===== config.mk =====
export PLATFORM = sky130hd
export DESIGN_NAME = sal_rdwr_sched_flat
export DESIGN_NICKNAME = d
export VERILOG_FILES = /design/src/rtl/sal_rdwr_sched_if.sv /design/src/rtl/sal_rdwr_sched.sv /design/src/flat_wrapper.sv
export SDC_FILE = /design/constraint.sdc
export NUM_CORES = 1
export LEC_CHECK = 0
export CORE_ASPECT_RATIO = 2
export CORE_MARGIN = 10
export CORE_UTILIZATION = 30
export DETAILED_ROUTE_END_ITERATION = 10
export GPL_ROUTABILITY_DRIVEN = 0
export GPL_TIMING_DRIVEN = 1
export PLACE_DENSITY_LB_ADDON = 0.08
export SETUP_SLACK_MARGIN = 0.2
export SLEW_MARGIN = 25
export SYNTH_ARGS = -nofsm -noshare
export SYNTH_HDL_FRONTEND = slang
export SYNTH_SLANG_ARGS = --single-unit

===== constraint.sdc =====
create_clock -name clk -period 1.56 [get_ports clk]
set_input_delay 0.312 -clock clk [delete_from_list [all_inputs] [get_ports clk]]
set_output_delay 0.312 -clock clk [all_outputs]
set_load 0.02 [all_outputs]

===== src/rtl/sal_rdwr_sched_if.sv =====
// Read/write scheduler bus: request side in, grants and mode out.
// slave is the scheduler, master is whoever drives the queues.
interface sal_rdwr_sched_if #(
  parameter int CNT_W = 4
);
  logic             rd_req_i;
  logic             wr_req_i;
  logic             wr_data_rdy_i;
  logic [CNT_W-1:0] wr_cnt_i;
  logic             cmd_rdy_i;
  logic [2:0]       t_ccd_i;
  logic [3:0]       t_rtw_i;
  logic [3:0]       t_wtr_i;
  logic             rd_gnt_o;
  logic             wr_gnt_o;
  logic             mode_o;
  logic [1:0]       state_o;

  modport slave (
    input  rd_req_i, wr_req_i, wr_data_rdy_i,
    input  wr_cnt_i, cmd_rdy_i,
    input  t_ccd_i, t_rtw_i, t_wtr_i,
    output rd_gnt_o, wr_gnt_o, mode_o, state_o
  );

  modport master (
    output rd_req_i, wr_req_i, wr_data_rdy_i,
    output wr_cnt_i, cmd_rdy_i,
    output t_ccd_i, t_rtw_i, t_wtr_i,
    input  rd_gnt_o, wr_gnt_o, mode_o, state_o
  );
endinterface


===== src/rtl/sal_rdwr_sched.sv =====
// DDR2 data-bus direction scheduler: picks read or write mode,
// enforces turnaround gaps, tCCD spacing and watermark write drains.
module sal_rdwr_sched #(
  parameter int CNT_W        = 4,
  parameter int HI_WM        = 6,
  parameter int LO_WM        = 2,
  parameter int WR_BURST_MAX = 4
) (
  input  logic               clk,
  input  logic               rst_n,
  sal_rdwr_sched_if.slave    bus
);

  typedef enum logic [1:0] {
    RD  = 2'd0,
    R2W = 2'd1,
    WR  = 2'd2,
    W2R = 2'd3
  } state_t;

  localparam logic [CNT_W-1:0] L_HI = CNT_W'(HI_WM);
  localparam logic [CNT_W-1:0] L_LO = CNT_W'(LO_WM);
  localparam logic [2:0]       L_BM = 3'(WR_BURST_MAX);

  state_t     r_state;
  logic [3:0] r_tcnt;
  logic [2:0] r_ccd;
  logic [2:0] r_burst;
  logic       r_drain;

  logic w_hi;
  logic w_lo;
  logic w_sw;
  logic w_rd_gnt;
  logic w_wr_gnt;

  assign w_hi = bus.wr_cnt_i >= L_HI;
  assign w_lo = bus.wr_cnt_i <= L_LO;

  // switch condition of the current state; beats any grant
  always_comb begin
    w_sw = 1'b0;
    case (r_state)
      RD: w_sw = w_hi
            | (~bus.rd_req_i & bus.wr_req_i
               & bus.wr_data_rdy_i);
      WR: w_sw = bus.rd_req_i
            & (~bus.wr_req_i | ~bus.wr_data_rdy_i
               | (~r_drain & (r_burst == L_BM))
               | (r_drain & w_lo));
      default: w_sw = 1'b0;
    endcase
  end

  assign w_rd_gnt = (r_state == RD) & bus.rd_req_i
                  & bus.cmd_rdy_i & (r_ccd == 3'd0)
                  & ~w_sw;
  assign w_wr_gnt = (r_state == WR) & bus.wr_req_i
                  & bus.wr_data_rdy_i & bus.cmd_rdy_i
                  & (r_ccd == 3'd0) & ~w_sw;

  assign bus.rd_gnt_o = rst_n & w_rd_gnt;
  assign bus.wr_gnt_o = rst_n & w_wr_gnt;
  assign bus.mode_o   = rst_n & r_state[1] ^ (rst_n & r_state[0] & ~r_state[1])
                      ^ (rst_n & r_state[0] & r_state[1]);
  assign bus.state_o  = rst_n ? r_state : RD;

  // direction FSM with turnaround, spacing and burst counters
  always_ff @(posedge clk) begin
    if (!rst_n) begin
      r_state <= RD;
      r_tcnt  <= 4'd0;
      r_ccd   <= 3'd0;
      r_burst <= 3'd0;
      r_drain <= 1'b0;
    end else begin
      if (w_rd_gnt || w_wr_gnt)
        r_ccd <= (bus.t_ccd_i == 3'd0) ? 3'd0
                                       : bus.t_ccd_i - 3'd1;
      else if (r_ccd != 3'd0)
        r_ccd <= r_ccd - 3'd1;

      if (w_wr_gnt && r_burst != L_BM)
        r_burst <= r_burst + 3'd1;

      case (r_state)
        RD: if (w_sw) begin
          r_state <= R2W;
          r_tcnt  <= bus.t_rtw_i;
          r_drain <= w_hi;
        end
        R2W: if (r_tcnt <= 4'd1) begin
          r_state <= WR;
          r_burst <= 3'd0;
        end else begin
          r_tcnt <= r_tcnt - 4'd1;
        end
        WR: if (w_sw) begin
          r_state <= W2R;
          r_tcnt  <= bus.t_wtr_i;
          r_drain <= 1'b0;
        end
        W2R: if (r_tcnt <= 4'd1) begin
          r_state <= RD;
        end else begin
          r_tcnt <= r_tcnt - 4'd1;
        end
        default: r_state <= RD;
      endcase
    end
  end

endmodule

===== src/flat_wrapper.sv =====
// flat-port wrapper written by rule: the top's interface ports become plain ports
module sal_rdwr_sched_flat 
#(
  parameter int CNT_W        = 4,
  parameter int HI_WM        = 6,
  parameter int LO_WM        = 2,
  parameter int WR_BURST_MAX = 4
)
  (clk, rst_n, bus_rd_req_i, bus_wr_req_i, bus_wr_data_rdy_i, bus_wr_cnt_i, bus_cmd_rdy_i, bus_t_ccd_i, bus_t_rtw_i, bus_t_wtr_i, bus_rd_gnt_o, bus_wr_gnt_o, bus_mode_o, bus_state_o);
  sal_rdwr_sched_if #(.CNT_W(CNT_W)) bus_i ();
  input  logic clk;
  input  logic rst_n;
  input wire logic [$bits(bus_i.rd_req_i)-1:0] bus_rd_req_i;
  input wire logic [$bits(bus_i.wr_req_i)-1:0] bus_wr_req_i;
  input wire logic [$bits(bus_i.wr_data_rdy_i)-1:0] bus_wr_data_rdy_i;
  input wire logic [$bits(bus_i.wr_cnt_i)-1:0] bus_wr_cnt_i;
  input wire logic [$bits(bus_i.cmd_rdy_i)-1:0] bus_cmd_rdy_i;
  input wire logic [$bits(bus_i.t_ccd_i)-1:0] bus_t_ccd_i;
  input wire logic [$bits(bus_i.t_rtw_i)-1:0] bus_t_rtw_i;
  input wire logic [$bits(bus_i.t_wtr_i)-1:0] bus_t_wtr_i;
  output wire logic [$bits(bus_i.rd_gnt_o)-1:0] bus_rd_gnt_o;
  output wire logic [$bits(bus_i.wr_gnt_o)-1:0] bus_wr_gnt_o;
  output wire logic [$bits(bus_i.mode_o)-1:0] bus_mode_o;
  output wire logic [$bits(bus_i.state_o)-1:0] bus_state_o;
  assign bus_i.rd_req_i = bus_rd_req_i;
  assign bus_i.wr_req_i = bus_wr_req_i;
  assign bus_i.wr_data_rdy_i = bus_wr_data_rdy_i;
  assign bus_i.wr_cnt_i = bus_wr_cnt_i;
  assign bus_i.cmd_rdy_i = bus_cmd_rdy_i;
  assign bus_i.t_ccd_i = bus_t_ccd_i;
  assign bus_i.t_rtw_i = bus_t_rtw_i;
  assign bus_i.t_wtr_i = bus_t_wtr_i;
  assign bus_rd_gnt_o = bus_i.rd_gnt_o;
  assign bus_wr_gnt_o = bus_i.wr_gnt_o;
  assign bus_mode_o = bus_i.mode_o;
  assign bus_state_o = bus_i.state_o;
  sal_rdwr_sched #(.CNT_W(CNT_W), .HI_WM(HI_WM), .LO_WM(LO_WM), .WR_BURST_MAX(WR_BURST_MAX)) u_core (.clk(clk), .rst_n(rst_n), .bus(bus_i));
endmodule

# Word-level counts from Yosys, hierarchy flattened
# Index checks and enable logic that the tools add are counted.
# totals
elab_cells	86
ff_bits	13
output_inout_bits	5
input_bits	21
# classes
n_addsub	4
n_reduce_logical	12
bitwise_logic	32
n_mux	20
eq_ne	10
n_lt_le_gt_ge	3
# ops
operator	n
$and 1x1->1	20
$mux 3	6
$mux 4	3
$pmux 4 s3	1
$mux 2	5
$ne 2x1->1 const B	4
$pmux 2 s4	1
$logic_not 3->1	2
$not 1->1	6
$reduce_and 3->1	2
$sub 3x1->3 const B	2
$eq 2x2->1 const B	2
$ge 4x3->1 const B	1
$le 4x1->1 const B	1
$le 4x2->1 const B	1
$or 1x1->1	4
$pmux 1 s2	2
$reduce_and 4->1	1
$reduce_bool 2->1	2
$sub 4x1->4 const B	1
$add 3x1->3 const B	1
$eq 3x3->1 const B	1
$ne 3x3->1 const B	1
$reduce_bool 3->1	1
8 further kinds	10

# Longest topological paths before layout
# depth
ltp_word	12
mapped_depth	8
depth_no_buf	7

# Least setup slack after synthesis
# Ideal clock, no wire load.
# synth_path
path_kind	register to output
from	reg u_core.r_burst[0]
to	out bus_rd_gnt_o
stages_incl_launch_ff	7
n_path_buf	0
required_ns	1.248
path_slack_ns	-0.619
t_arrival_ns	1.867
path_cell_list	dfxtp_1 > inv_1 > ha_1 > and3b_1 > a211oi_4 > nor2_1 > nor4b_1
# synth_via
elab_chain_len	9
# synth_lines
item	line	source
start: declaration	sal_rdwr_sched.sv:28	logic [2:0] r_burst;
start signal: assignment	sal_rdwr_sched.sv:84	r_burst <= r_burst + 3'd1;
$eq 3x3->1	sal_rdwr_sched.sv:49	| (~r_drain & (r_burst == L_BM))
$and 1x1->1	sal_rdwr_sched.sv:49	
$or 1x1->1	sal_rdwr_sched.sv:49	
$or 1x1->1	sal_rdwr_sched.sv:50	| (r_drain & w_lo));
$and 1x1->1	sal_rdwr_sched.sv:48	& (~bus.wr_req_i | ~bus.wr_data_rdy_i
$pmux 1 s2	sal_rdwr_sched.sv:43	case (r_state)
$not 1->1	sal_rdwr_sched.sv:57	& ~w_sw;
$and 1x1->1	sal_rdwr_sched.sv:57	
$and 1x1->1	sal_rdwr_sched.sv:62	assign bus.rd_gnt_o = rst_n & w_rd_gnt;
end: declaration	flat_wrapper.sv:21	output wire logic [$bits(bus_i.rd_gnt_o)-1:0] bus_rd_gnt_o;
# No other way between the ends.

# Worst setup path after layout
# Ends and elaborated chain as after synthesis.

==> qor.csv <==
stage,metric,value,unit
sta,Fin. Hold Viols,0,
critical_path,Crit Path Max Fanout,3,
critical_path,Critical-path top delay cell,dfxtp_2,
critical_path,CP endpoint kind,output pin,
final_layout,fin nets,239,
clocking,Clock transition at path regs,0.06,ns
routing,Vias per Instance,4.79,
global_routing,layer with the highest usage,met2,
sta,hold_ws,0.502,ns
global_routing,largest net degree at the start of global routing,8,
floorplanning,Cell Rows,30,
synth,Synth cell types,43,
synth,synthesized area per cell,8.35,um2
synth,number of synthesized register bits,13,
final_layout,"most common cell after layout, fill and taps aside",buf_4,
critical_path,Crit Path Category,reg -> out,
final_layout,"commonest cells after routing, fill and taps aside","buf_4, buf_6, clkdlybuf4s50_1",
global_routing,met1 Resource Use GR,8.89,%
clocking,clock tree from TritonCTS,yes,
floorplanning,die width,62.2,um
synth,post-synthesis xor/xnor area fraction,4.10,%
placement,post-place setup slack,-0.945,ns
synth,cell count after synthesis,128,
critical_path,worst r2r src,u_core.r_burst[0]$_SDFF_PN0_,
synth,compound-cell area share of the yosys netlist,26.7,%
final_layout,P&R area growth vs syn,89.6,%
global_routing,total gr overflow,0,
critical_path,"reg-to-reg slack, setup",-0.29,ns
clocking,clk buf depth,2,
sta,min Tclk post-route,2.04,ns
critical_path,worst path required time,1.25,ns
synth,Simple-Gate Fraction of Synth Area,20.6,%
critical_path,worst stage delay on the critical path,0.33,ns
floorplanning,I/O pins,26,
synth,ys async rst share,0,%
global_routing,routing usage on met2,23.1,%
critical_path,reg2reg path depth,11,
critical_path,Worst Path Arrival,1.73,ns
routing,drt first pass iters,4,
floorplanning,Core ar.,0.00342,mm2
clocking,CTS buffer count,3,
synth,post-synthesis net count,161,
synth,post-synthesis mux area share,3.75,%
synth,Post-Syn Area,0.00107,mm2
global_routing,Tot GR Track Use,10.9,%
clocking,Root Buffer Master,clkbuf_8,
clocking,Sink Count,13,
routing,Routed wire per std cell,14.0,um
min_path,Hold WC Path Type,in -> reg,
power,Peak VDD IR,0.000951,V
final_layout,non-filler cells in the finished layout,253,
critical_path,type of origin of the critical path,register,
power,Power per Cell Area,1280,mW/mm2
min_path,Worst Hold End,u_core.r_tcnt[2]$_SDFFE_PN0P_,
sta,final setup fails,15,
placement,port bufs,25,
synth,"Seq/Total Area, Yosys",24.4,%
final_layout,share of cells above drive strength 1,50.7,%
routing,DR vias,1212,
power,leakage power,0.000876,uW
final_layout,number of fill cells in the layout,312,
sta,Final Worst Setup Slack,-0.479,ns
global_routing,vias in the first global route,1322,
placement,Inst Count DP,237,
synth,YS warnings,0,
synth,largest family of logic cells by synthesized area,compound AO/OA/AOI/OAI gates,
sta,Setup TNS,-3.49,ns
clocking,worst-skew pair later-pin latency,0.24,ns
sta,Rel. slew slack,59.0,%
sta,Pins Over Slew Limit,0,
clocking,hold buffers post-CTS,0,
routing,DRC,0,
routing,remaining antenna violation count,0,
global_routing,initial antenna violation count,0,
synth,Post-synth top flop,dfxtp_1,
floorplanning,die outline height,104,um
global_routing,grt met3 use,1.83,%
placement,post-DP HPWL,2.90,mm
critical_path,CP Cell Sequence,inv_2 > ha_4 > and3b_2 > a211oi_4 > nor2_2 > nor4b_4 > buf_4,
floorplanning,die area,0.00649,mm2
sta,crit share post-route,131,%
run,maxcap violations,0,
critical_path,Reg2Reg Capture Point,u_core.r_tcnt[3]$_SDFFE_PN0P_,
clocking,htree depth,1,
critical_path,crit-path leading delay family,simple AND/OR/NAND/NOR gates,
run_status,failing checks,setup timing,
global_routing,first-pass GRT wire length,5.79,mm
synth,Post-synth EDFFs,0,
sta,RSZ-0062 raised after global routing,yes,
synth,area share of fa/ha/maj cells after synthesis,14.1,%
run_status,status,"finished, violations left",
critical_path,worst path buffer plus inverter count,2,
sta,Layout Skew,0.000669,ns
min_path,min-delay src,rst_n,
floorplanning,Initial Utilization,31.3,%
final_layout,# diodes,0,
sta,Slew @ Worst Pin,0.611,ns
routing,Initial DRC Count,12,
routing,final wirelength,3.53,mm
min_path,hold path depth,4,
sta,fmax,0.491,GHz
==> worst register-to-register path, cell delays in order, from the launching register on <==
cell and delay [ns]:
dfxtp_2 0.33, inv_2 0.05, ha_4 0.15, and3b_2 0.21, a211oi_4 0.21, buf_4 0.16, buf_6 0.08, buf_6 0.12
o21ba_4 0.20, buf_6 0.12, nand3_4 0.05, o41ai_2 0.06
==> final cells by class <==
| class | count | area [um2] | area share [%] |
|---|---|---|---|
| multi-input combinational | 98 | 946 | 46.7 |
| timing repair buffer | 76 | 653 | 32.2 |
| sequential | 13 | 265 | 13.1 |
| tap | 48 | 60.1 | 2.96 |
| inverter | 14 | 56.3 | 2.78 |
| clock buffer | 4 | 45.0 | 2.22 |
==> worst max-delay path by stage <==
stage                                             from           end  slack (ns)  cells past startpoint
after global routing      u_core.r_burst[0]$_SDFF_PN0_  bus_rd_gnt_o       -0.57                      7
after floorplan           u_core.r_burst[1]$_SDFF_PN0_  bus_rd_gnt_o       -0.26                      6
after global placement                 bus_wr_cnt_i[1]  bus_rd_gnt_o       -0.90                      6
after detailed placement               bus_wr_cnt_i[1]  bus_rd_gnt_o       -0.95                      6
final                     u_core.r_burst[0]$_SDFF_PN0_  bus_rd_gnt_o       -0.48                      7
after CTS                 u_core.r_burst[0]$_SDFF_PN0_  bus_rd_gnt_o       -0.47                      7
==> logic make-up after synthesis <==
kind of cell | after synthesis
AO/OA/AOI/OAI | 34
XOR/XNOR | 5
adder cells (fa/ha/maj) | 12
buffers and inverters | 17
flip-flops | 13
multiplexers | 4
AND/OR/NAND/NOR | 43
==> sequential cells by signal, indices dropped and copies added (netlist names) <==
| name | count |
|---|---|
| u_core.r_drain | 1 |
| u_core.r_burst | 3 |
| u_core.r_state | 2 |
| u_core.r_ccd | 3 |
| u_core.r_tcnt | 4 |
==> synth_stat cells, types with 3 or more instances <==
cell type | n | area, um2
nand2_1 | 11 | 41.3
o21ai_0 | 3 | 15.0
mux2i_1 | 4 | 40.0
inv_1 | 13 | 48.8
nand3_1 | 6 | 30.0
o41ai_1 | 3 | 26.3
nor2_1 | 12 | 45.0
dfxtp_1 | 13 | 260
a21oi_1 | 6 | 30.0
o211ai_1 | 4 | 30.0
xnor2_1 | 5 | 43.8
ha_1 | 12 | 150
==> timing repair <==
item	in CTS	in global routing
gates cloned	0	0
pin swaps	18	10
resized for setup	57	16
buffers inserted	8	4
endpoints found under the setup margin	18	17
==> power by group <==
group | leakage [uW] | internal [uW] | switching, uW | total (uW)
clock | 0.0000228 | 180 | 124 | 304
combinational | 0.000745 | 937 | 830 | 1770
sequential | 0.000109 | 434 | 87.5 | 521
total | 0.000876 | 1550 | 1040 | 2590
==> metrics by stage <==
stage	util [%]	total power (uW)	cell area (um2)
3_5_place_dp	50.5	1990	1730
6_report	59.3	2590	2030
5_1_grt	59.3	2790	2030
3_3_place_gp	50.5	1960	1730
4_1_cts	56.5	2500	1930
2_1_floorplan	-	1380	1150
==> layer usage <==
| layer | vias to the layer above | wire length, um |
|---|---|---|
| met3 | 4 | 98 |
| met5 | - | 0 |
| met1 | 578 | 1210 |
| met4 | 0 | 34 |
| li1 | 613 | - |
| met2 | 17 | 2190 |
(Power assumes the default switching activity.)
